### src/rtl/neuron_pkg.sv
// neuron_pkg: shared state type and frame/datapath sizes for the neuron frame loader
package neuron_pkg;
  typedef enum logic [1:0] {LOAD = 2'd0, EXEC = 2'd1, OUT = 2'd2} state_t;
  localparam int FRAME_BYTES = 10;
  localparam int BIAS_LO_IDX = 8;
  localparam int BIAS_HI_IDX = 9;
  localparam int SUM_W = 19;
  localparam int ACT_W = 12;
endpackage

### src/rtl/neuron_frame_loader_if.sv
// neuron_frame_loader_if: host byte stream in, neuron result out
interface neuron_frame_loader_if;
  logic [7:0] s_data;
  logic s_valid;
  logic s_ready;
  logic [7:0] m_y;
  logic m_valid;
  logic m_ready;
  modport master(output s_data, s_valid, m_ready, input s_ready, m_y, m_valid);
  modport slave(input s_data, s_valid, m_ready, output s_ready, m_y, m_valid);
endinterface

### src/rtl/neuron_mac_clamp.sv
// neuron_mac_clamp: combinational weighted sum + bias, arithmetic shift and clamp to 8 bits
module neuron_mac_clamp
  import neuron_pkg::*;
#(
  parameter int N_IN = 4,
  parameter int SHIFT = 7
) (
  input  logic [N_IN-1:0][7:0] x,
  input  logic [N_IN-1:0][7:0] w,
  input  logic signed [15:0] bias,
  input  logic signed [11:0] xmin,
  input  logic signed [11:0] xmax,
  output logic [7:0] y
);
  logic signed [SUM_W-1:0] sum;
  logic signed [15:0] p;
  logic signed [ACT_W-1:0] act;
  always_comb begin
    p = '0;
    sum = SUM_W'(bias);
    for (int i = 0; i < N_IN; i++) begin
      p = $signed(x[i]) * $signed(w[i]);
      sum = sum + SUM_W'(p);
    end
    act = ACT_W'(sum >>> SHIFT);
    y = 8'(act < xmin ? xmin : act > xmax ? xmax : act);
  end
endmodule

### src/rtl/neuron_frame_loader.sv
// neuron_frame_loader: deserialises one operand frame, runs the neuron, returns the result by valid/ready
module neuron_frame_loader
  import neuron_pkg::*;
#(
  parameter int N_IN = 4,
  parameter int EXEC_CYCLES = 1,
  parameter int SHIFT = 7
) (
  input  logic clk,
  input  logic rst_n,
  neuron_frame_loader_if.slave bus,
  input  logic [11:0] cfg_xmin,
  input  logic [11:0] cfg_xmax,
  output logic busy,
  output logic [3:0] byte_cnt
);
  localparam int EW = EXEC_CYCLES > 1 ? $clog2(EXEC_CYCLES) : 1;
  state_t state, nxt;
  logic [FRAME_BYTES-1:0][7:0] ops;
  logic [EW-1:0] ecnt;
  logic ready_q, xfer, last_byte, exec_done;
  logic [7:0] y;
  assign xfer = bus.s_valid & ready_q;
  assign last_byte = byte_cnt == 4'(FRAME_BYTES - 1);
  assign exec_done = state == EXEC && ecnt == EW'(EXEC_CYCLES - 1);
  // s_ready is registered so it only rises the cycle after reset release or a result handshake
  always_ff @(posedge clk or negedge rst_n)
    if (!rst_n) begin
      state <= LOAD;
      ready_q <= 1'b0;
    end else begin
      state <= nxt;
      ready_q <= nxt == LOAD;
    end
  always_comb
    nxt = state == LOAD ? (xfer && last_byte ? EXEC : LOAD) :
          state == EXEC ? (exec_done ? OUT : EXEC) :
          state == OUT  ? (bus.m_ready ? LOAD : OUT) : LOAD;
  always_comb begin
    bus.s_ready = ready_q;
    bus.m_valid = state == OUT;
    busy = state == EXEC || state == OUT;
  end
  always_ff @(posedge clk or negedge rst_n)
    if (!rst_n) begin
      byte_cnt <= '0;
      ops <= '0;
      ecnt <= '0;
      bus.m_y <= '0;
    end else begin
      if (xfer) begin
        ops[byte_cnt] <= bus.s_data;
        byte_cnt <= last_byte ? 4'd0 : byte_cnt + 4'd1;
      end
      ecnt <= state == EXEC && !exec_done ? ecnt + 1'b1 : '0;
      if (exec_done) bus.m_y <= y;
    end
  neuron_mac_clamp #(.N_IN(N_IN), .SHIFT(SHIFT)) u_mac (
    .x(ops[N_IN-1:0]),
    .w(ops[2*N_IN-1:N_IN]),
    .bias({ops[BIAS_HI_IDX], ops[BIAS_LO_IDX]}),
    .xmin(cfg_xmin),
    .xmax(cfg_xmax),
    .y(y)
  );
endmodule
### src/flat_wrapper.sv
// flat-port wrapper written by rule: the top's interface ports become plain ports
module neuron_frame_loader_flat import neuron_pkg::*;
#(
  parameter int N_IN = 4,
  parameter int EXEC_CYCLES = 1,
  parameter int SHIFT = 7
)
  (clk, rst_n, cfg_xmin, cfg_xmax, busy, byte_cnt, bus_s_data, bus_s_valid, bus_m_ready, bus_s_ready, bus_m_y, bus_m_valid);
  neuron_frame_loader_if bus_i ();
  input  logic clk;
  input  logic rst_n;
  input  logic [11:0] cfg_xmin;
  input  logic [11:0] cfg_xmax;
  output logic busy;
  output logic [3:0] byte_cnt;
  input wire logic [$bits(bus_i.s_data)-1:0] bus_s_data;
  input wire logic [$bits(bus_i.s_valid)-1:0] bus_s_valid;
  input wire logic [$bits(bus_i.m_ready)-1:0] bus_m_ready;
  output wire logic [$bits(bus_i.s_ready)-1:0] bus_s_ready;
  output wire logic [$bits(bus_i.m_y)-1:0] bus_m_y;
  output wire logic [$bits(bus_i.m_valid)-1:0] bus_m_valid;
  assign bus_i.s_data = bus_s_data;
  assign bus_i.s_valid = bus_s_valid;
  assign bus_i.m_ready = bus_m_ready;
  assign bus_s_ready = bus_i.s_ready;
  assign bus_m_y = bus_i.m_y;
  assign bus_m_valid = bus_i.m_valid;
  neuron_frame_loader #(.N_IN(N_IN), .EXEC_CYCLES(EXEC_CYCLES), .SHIFT(SHIFT)) u_core (.clk(clk), .rst_n(rst_n), .bus(bus_i), .cfg_xmin(cfg_xmin), .cfg_xmax(cfg_xmax), .busy(busy), .byte_cnt(byte_cnt));
endmodule
### config.mk
export PLATFORM = sky130hd
export DESIGN_NAME = neuron_frame_loader_flat
export DESIGN_NICKNAME = d
export VERILOG_FILES = /design/src/rtl/neuron_pkg.sv /design/src/rtl/neuron_frame_loader_if.sv /design/src/rtl/neuron_mac_clamp.sv /design/src/rtl/neuron_frame_loader.sv /design/src/flat_wrapper.sv
export SDC_FILE = /design/constraint.sdc
export NUM_CORES = 1
export LEC_CHECK = 0
export BUFFER_PORTS_ARGS = -buffer_cell sky130_fd_sc_hd__buf_2
export CELL_PAD_IN_SITES_DETAIL_PLACEMENT = 1
export CELL_PAD_IN_SITES_GLOBAL_PLACEMENT = 1
export CORE_MARGIN = 4
export CORE_UTILIZATION = 52
export DETAILED_ROUTE_END_ITERATION = 10
export PLACE_DENSITY_LB_ADDON = 0.15
export REMOVE_ABC_BUFFERS = 1
export SLEW_MARGIN = 20
export SYNTH_ARGS = -nofsm -noshare
export SYNTH_HDL_FRONTEND = slang
export SYNTH_SLANG_ARGS = --single-unit
### constraint.sdc
create_clock -name clk -period 9.7 [get_ports clk]
set_input_delay 1.455 -clock clk [delete_from_list [all_inputs] [get_ports clk]]
set_output_delay 1.455 -clock clk [all_outputs]
set_load 0.02 [all_outputs]
Yosys cells after proc, flatten, opt, wreduce, memory -nomap -nowiden
Cells that the tools add are included.
{ "classes": {"addsub": 6, "mul": 4, "n_div": 0, "order_cmp": 4, "eq_ne": 3, "shift": 0, "muxes": 13, "n_bitwise": 2, "n_reduce_logical": 8} }
{ "op_table": {"columns": ["op", "n"], "rows": [
  ["80-bit bitwise mux", 1],
  ["8-bit by 8-bit multiplier with 16-bit output", 4],
  ["8-bit demux with 4-bit select", 1],
  ["8-bit 2-to-1 mux", 3],
  ["18-bit by 16-bit adder with 19-bit output", 1],
  ["19-bit by 16-bit adder with 19-bit output", 1],
  ["17-bit by 16-bit adder with 18-bit output", 1],
  ["16-bit by 16-bit adder with 17-bit output", 1],
  ["12-bit greater-than comparator", 1],
  ["12-bit < comparator", 1],
  ["2-bit 2-to-1 mux", 5],
  ["4-bit by 5-bit < comparator with 1-bit output, second input constant", 1],
  ["4-bit by 1-bit adder with 4-bit output, second input constant", 1],
  ["4-bit == test, second input constant", 1],
  ["4-bit by 1-bit greater-or-equal comparator with 1-bit output, second input constant", 1],
  ["1-bit logical AND", 4],
  ["2-bit logical NOT", 2],
  ["4-bit 2-to-1 mux", 1],
  ["2-bit by 1-bit == test with 1-bit output, second input constant", 1],
  ["2-bit == test, second input constant", 1],
  ["1-bit 2-to-1 mux", 2],
  ["1-bit adder, second input constant", 1],
  ["1-bit bitwise AND", 1],
  ["1-bit logical NOT", 1],
  ["2 further kinds", 2]
]} }
{ "word_totals": {"reg_bits": 96, "latch_bits": 0, "mem_bits_rw": 0, "romBits": 0, "elab_cells": 55, "n_memories": 0} }

Longest topological paths before layout
{ "logic_depth": {"ltp_word": 8, "mapped_depth": 35} }

By module
A second synthesis with hierarchy kept.
{ "unflattened": {"hier_cells": 1501, "hier_area_um2": 15985.3} }
{ "modules_own_cells": {"columns": ["module", "instances", "cells_per_inst", "area_per_inst_um2", "seq_area_each_um2"], "rows": [
  ["neuron_mac_clamp", 1, 1262, 12186.7, 0.0],
  ["neuron_frame_loader", 1, 239, 3798.6, 2402.3]
]} }

Worst setup path before layout
Ideal clock, no wire load.
{ "synth_timing": {"path_type": "register to register", "startpoint": "register u_core.ops[31] (netlist bit)", "endpoint": "register u_core.bus.m_y[2]", "arrival_time_ns": 8.317, "path_slack_ns": 1.279, "path_stages_with_launch": 34, "path_buffers": 3, "synth_period_minus_slack_ns": 8.421, "cell_sequence": "dfrtp_1 -> clkbuf_1 -> nand2_1 -> inv_1 -> fa_1 -> inv_1 -> fa_1 -> inv_1 -> fa_1 -> inv_1 -> fa_1 -> fa_1 -> inv_1 -> fa_1 -> fa_1 -> inv_1 -> fa_1 -> inv_1 -> ha_1 -> buf_2 -> a21o_1 -> a21oi_1 -> a31oi_1 -> o21a_1 -> o31a_1 -> nor4_1 -> a311oi_1 -> ha_1 -> inv_1 -> a2111o_1 -> o21ai_2 -> clkbuf_1 -> a21oi_1 -> o311ai_1"} }
{ "synth_via": {"elab_chain_cells": 5, "elab_cells_between_ends": 6} }
{ "synth_rtl": {"columns": ["item", "line", "source"], "rows": [
  ["from (decl)", "neuron_frame_loader.sv:19", "logic [FRAME_BYTES-1:0][7:0] ops;"],
  ["from (signal, indexed assignment)", "neuron_frame_loader.sv:52", "ops[byte_cnt] <= bus.s_data;"],
  ["8-bit by 8-bit multiplier with 16-bit output (*)", "neuron_mac_clamp.sv:22", "p = $signed(x[i]) * $signed(w[i]);"],
  ["19-bit by 16-bit adder with 19-bit output (*)", "neuron_mac_clamp.sv:23", "sum = sum + SUM_W'(p);"],
  ["12-bit greater-than comparator", "neuron_mac_clamp.sv:26", "y = 8'(act < xmin ? xmin : act > xmax ? xmax : act);"],
  ["8-bit 2-to-1 mux", "neuron_mac_clamp.sv:26", null],
  ["8-bit 2-to-1 mux (*)", "neuron_mac_clamp.sv:26", null],
  ["to (signal assigned)", "neuron_frame_loader.sv:56", "if (exec_done) bus.m_y <= y;"],
  ["to (decl)", "neuron_frame_loader_if.sv:10", "modport slave(input s_data, s_valid, m_ready, output s_ready, m_y, m_valid);"]
]} }
Mark *: on every way between the ends. The rest lies on a longest branch, timed or not.
A chain may end at the register's enable or synchronous reset.

Worst setup path in the final report
{ "layout_timing": {"startpoint": "register u_core.ops[31] (netlist bit)", "endpoint": "register u_core.bus.m_y[1]"} }
Same word-level chain as after synthesis.

==> run summary <==
The final worst-path cycle share is 0.933, and the headroom to the max-slew limit is 0.324. Counting flops with a built-in enable in the synthesized netlist gives 0. Of all cell types, the one taking the most synthesized area is sky130_fd_sc_hd__fa_1. The instance area after placement is 0.0166 mm². The first-pass iteration count of the detailed router came out at 5. For the final cell count without fillers, the log shows 1972. Summed over all layers, the global routing overflow is 0.

The tool flagged a number of max-cap violations equal to 0. The logs give 0 for the final hold violation count and 448 for the starting DRC count in detailed routing. The logs give 66 for the maximum number of pins on one net before global-route repair and 0 for the final setup violation count. Ranked by total cell area, the synthesized netlist is headed by sky130_fd_sc_hd__fa_1 44%, sky130_fd_sc_hd__dfrtp_1 15%, sky130_fd_sc_hd__inv_1 10%.

Number of gates given a new drive strength after cts: 0. The logs give 9300 ps for the arrival time reported for the critical path endpoint and 14.1 ps for the worst clock skew. In the final layout, flip-flops and latches occupy 0.00240 mm².

The final layout contains 2077 nets. The horizontal die dimension is 183 µm. For the worst flop-to-flop path, the logic depth is 32. The number of placement rows is 63, and the effective utilization at floorplan is 0.531. Counting along the longest clock path gives a buffer depth of 2. TritonCTS built the clock tree.

Along the worst path, the maximum fanout reaches 9. The worst register-to-register path has a setup slack of 650 ps. The run gives 41.1 mm as the sum of routed wire length over all layers. The die covers 0.0335 mm². Timing would allow up to 0.110 GHz.

In the synthesized netlist the dominant register cell turns out to be sky130_fd_sc_hd__dfrtp_1. The average via count per standard cell is 5.32. The tools report the sequential-to-total area share from yosys stat as 0.151.

The tools report the antenna diode count as 0. Routability-driven placement finished with a final weighted congestion of 0.868. For the cell area after synthesis, the log shows 0.0159 mm².

Clock tree synthesis selected as its root buffer the cell sky130_fd_sc_hd__clkbuf_16. The fraction of the mapped netlist area in adder cells came out at 0.528. The core region is 0.0300 mm². After detailed routing, the number of remaining DRC violations is 0. The endpoint class of the critical path is a register. The post-synthesis simple-gate area fraction came out at 0.114.

The netlist uses 52 different library cells. The layout overhead on the synthesized area came out at 5.87%. Setup repair after global routing left no endpoint under its margin. The largest single stage delay on the critical path is 530 ps. The proportion of layout cells with a drive suffix above 1 is 0.0917. The class of the tightest hold or removal check was reg -> reg. The largest individual stage delay along the critical path comes from the cell sky130_fd_sc_hd__fa_1.

Measured along the y axis, the die boundary spans 183 µm. The class of the most critical setup path is reg -> reg. The routed wirelength normalized by instance count was 20.8 µm.

By area, the combinational part of the netlist is dominated by adder cells. The required arrival time at the worst endpoint came out at 9940 ps. The worst setup path is launched from a register. The post-CTS setup repair buffer count came out at 0. The initial antenna violation count was 0; the fraction of synthesized cell area taken by the top area cell type was 0.436. The run gives 0.0118 mm² as the area occupied by multi-input gates. Along the worst hold path, the cell count comes to 2.

The tools report the deepest level of the CTS H-tree as 3. For this run, the number of Yosys warnings is 0. By instance count, the leading cell after synthesis is sky130_fd_sc_hd__inv_1.

For the total CTS buffers, the log shows 9. The flow ran to the end, and the final reports show no timing, DRC or antenna violations. For the finished layout, the period the worst path requires is 9050 ps. During I/O placement, the number of pins put on the boundary was 51. The run gives 68.3 mm as the wire length of the first global-routing pass. The detailed router placed 10500 vias in this run. The async set-reset flop share out of synthesis works out to 1.00. CTS saw 96 sinks.

The tools report the overall routing resource usage as 0.267. After clock tree synthesis, the clock-pin slew on the worst setup and hold paths is 80 ps. At the pin with the least slew margin, the transition time is 1010 ps. The count of antenna-violating nets left after detailed routing is 0, and the share of the synthesized netlist area taken by xor and xnor gates is 0.0121. The summed negative setup slack over all endpoints came out at 0 ps. The number of global-route vias before repair is 12400. The gate count after technology mapping was 1545; the number of buffer cells added on primary ports was 50. For the worst-skew pair, the clock arrives at the later sink with an insertion delay of 370 ps. The mean instance size in the synthesized netlist was 10.3 µm².

After legalization and detailed placement, the total HPWL measured 34.4 mm. Count of final max-slew check failures: 0. Number of buffers added to fix hold violations after cts: 0.

By count the netlist is led by 432 x sky130_fd_sc_hd__inv_1, 347 x sky130_fd_sc_hd__fa_1, 133 x sky130_fd_sc_hd__and2_1. The filler cells instantiated in the layout total 3359. Multiplexer area fraction after synthesis: 0.0541.

The compound-cell area share of the yosys netlist is 0.0297. For the area of all placed cells without fillers, the log shows 0.0169 mm². After synthesis the netlist holds a flip-flop and latch count of 96. Counting tap cells, the placed design contains a total of 1956 instances.
cells by family (layout without fill, tap and decap cells):
family / Yosys count / after routing
AOI/OAI and AO/OA: 71 / 71
xor gates and xnor gates: 22 / 22
adders and majority gates: 464 / 464
buffers and inverters: 465 / 502
DFF: 96 / 96
muxes: 77 / 77
other: 1 / 1
and+or+nand+nor: 349 / 349
per-stage QoR:
stage	setup slack, ps	util	hold WS [ps]
after global placement	936	0.553	466
final	647	0.563	490
after CTS	635	0.563	493
after global routing	173	0.563	532
after floorplan	1230	-	479
after detailed placement	649	0.553	472
path summary, 6_finish.rpt:
| path | start | end |
|---|---|---|
| worst max-delay path | u_core.ops[31] | u_core.bus.m_y[1] |
| min in group asynchronous | rst_n | u_core.bus.m_y[5] |
| max in group asynchronous | rst_n | u_core.ops[3] |
| worst max register to register | u_core.ops[31] | u_core.bus.m_y[1] |
| worst min-delay path | u_core.bus.m_y[2] | u_core.bus.m_y[2] |
| worst min register to register | u_core.bus.m_y[2] | u_core.bus.m_y[2] |
state kept, by name, summed over array words and instances (netlist names):
name                count
u_core.byte_cnt         4
u_core.state            2
u_core.bus.s_ready      1
u_core.ops             80
u_core.ecnt             1
u_core.bus.m_y          8
layout by cell type (no fill, tap or decap), types with 7 or more instances in the layout:
cell type / synthesis / final
sky130_fd_sc_hd__nand3_1: 12 / 12
sky130_fd_sc_hd__dfrtp_1: 96 / 96
sky130_fd_sc_hd__fa_1: 347 / 347
sky130_fd_sc_hd__nor2_1: 27 / 27
sky130_fd_sc_hd__a21oi_1: 15 / 15
sky130_fd_sc_hd__nor2b_1: 16 / 16
sky130_fd_sc_hd__and2_1: 133 / 133
sky130_fd_sc_hd__mux2_2: 67 / 67
sky130_fd_sc_hd__a21o_1: 8 / 8
sky130_fd_sc_hd__xnor2_1: 17 / 17
sky130_fd_sc_hd__inv_1: 432 / 432
sky130_fd_sc_hd__nand2_1: 121 / 121
sky130_fd_sc_hd__nand2b_1: 15 / 15
sky130_fd_sc_hd__o21ai_0: 16 / 16
sky130_fd_sc_hd__ha_1: 117 / 117
sky130_fd_sc_hd__clkbuf_16: 0 / 9
sky130_fd_sc_hd__nand4_1: 7 / 7
sky130_fd_sc_hd__buf_2: 1 / 49
cell type report:
cell class                 count  share of cell area
clock buffer                  11              0.0138
clock inverter                 5             0.00379
inverter                     432              0.0962
sequential                    96               0.143
timing repair buffer          54              0.0168
multi-input combinational    984               0.698
tap                          390              0.0290
metal layers:
metal	global-route usage	part of all wire	up-vias	wire, µm
met2	0.454	0.51	209	21000
met5	0	0	-	0
met4	0.0870	0.033	0	1370
met1	0.361	0.42	5610	17100
met3	0.0307	0.041	69	1670
li1	-	-	4603	-
critical path, delay by kind of cell (launching register included):
family                   cells  cell delay (ps)
AO/OA/AOI/OAI                9             2160
adder cells (fa/ha/maj)     10             4690
buffers and inverters        9              690
flip-flops                   1              500
multiplexers                 2              530
AND/OR/NAND/NOR              2              360
Power is left out: the tool's default activity adds up to more than one toggle a clock period on the data nets, which glitch-free logic cannot reach.
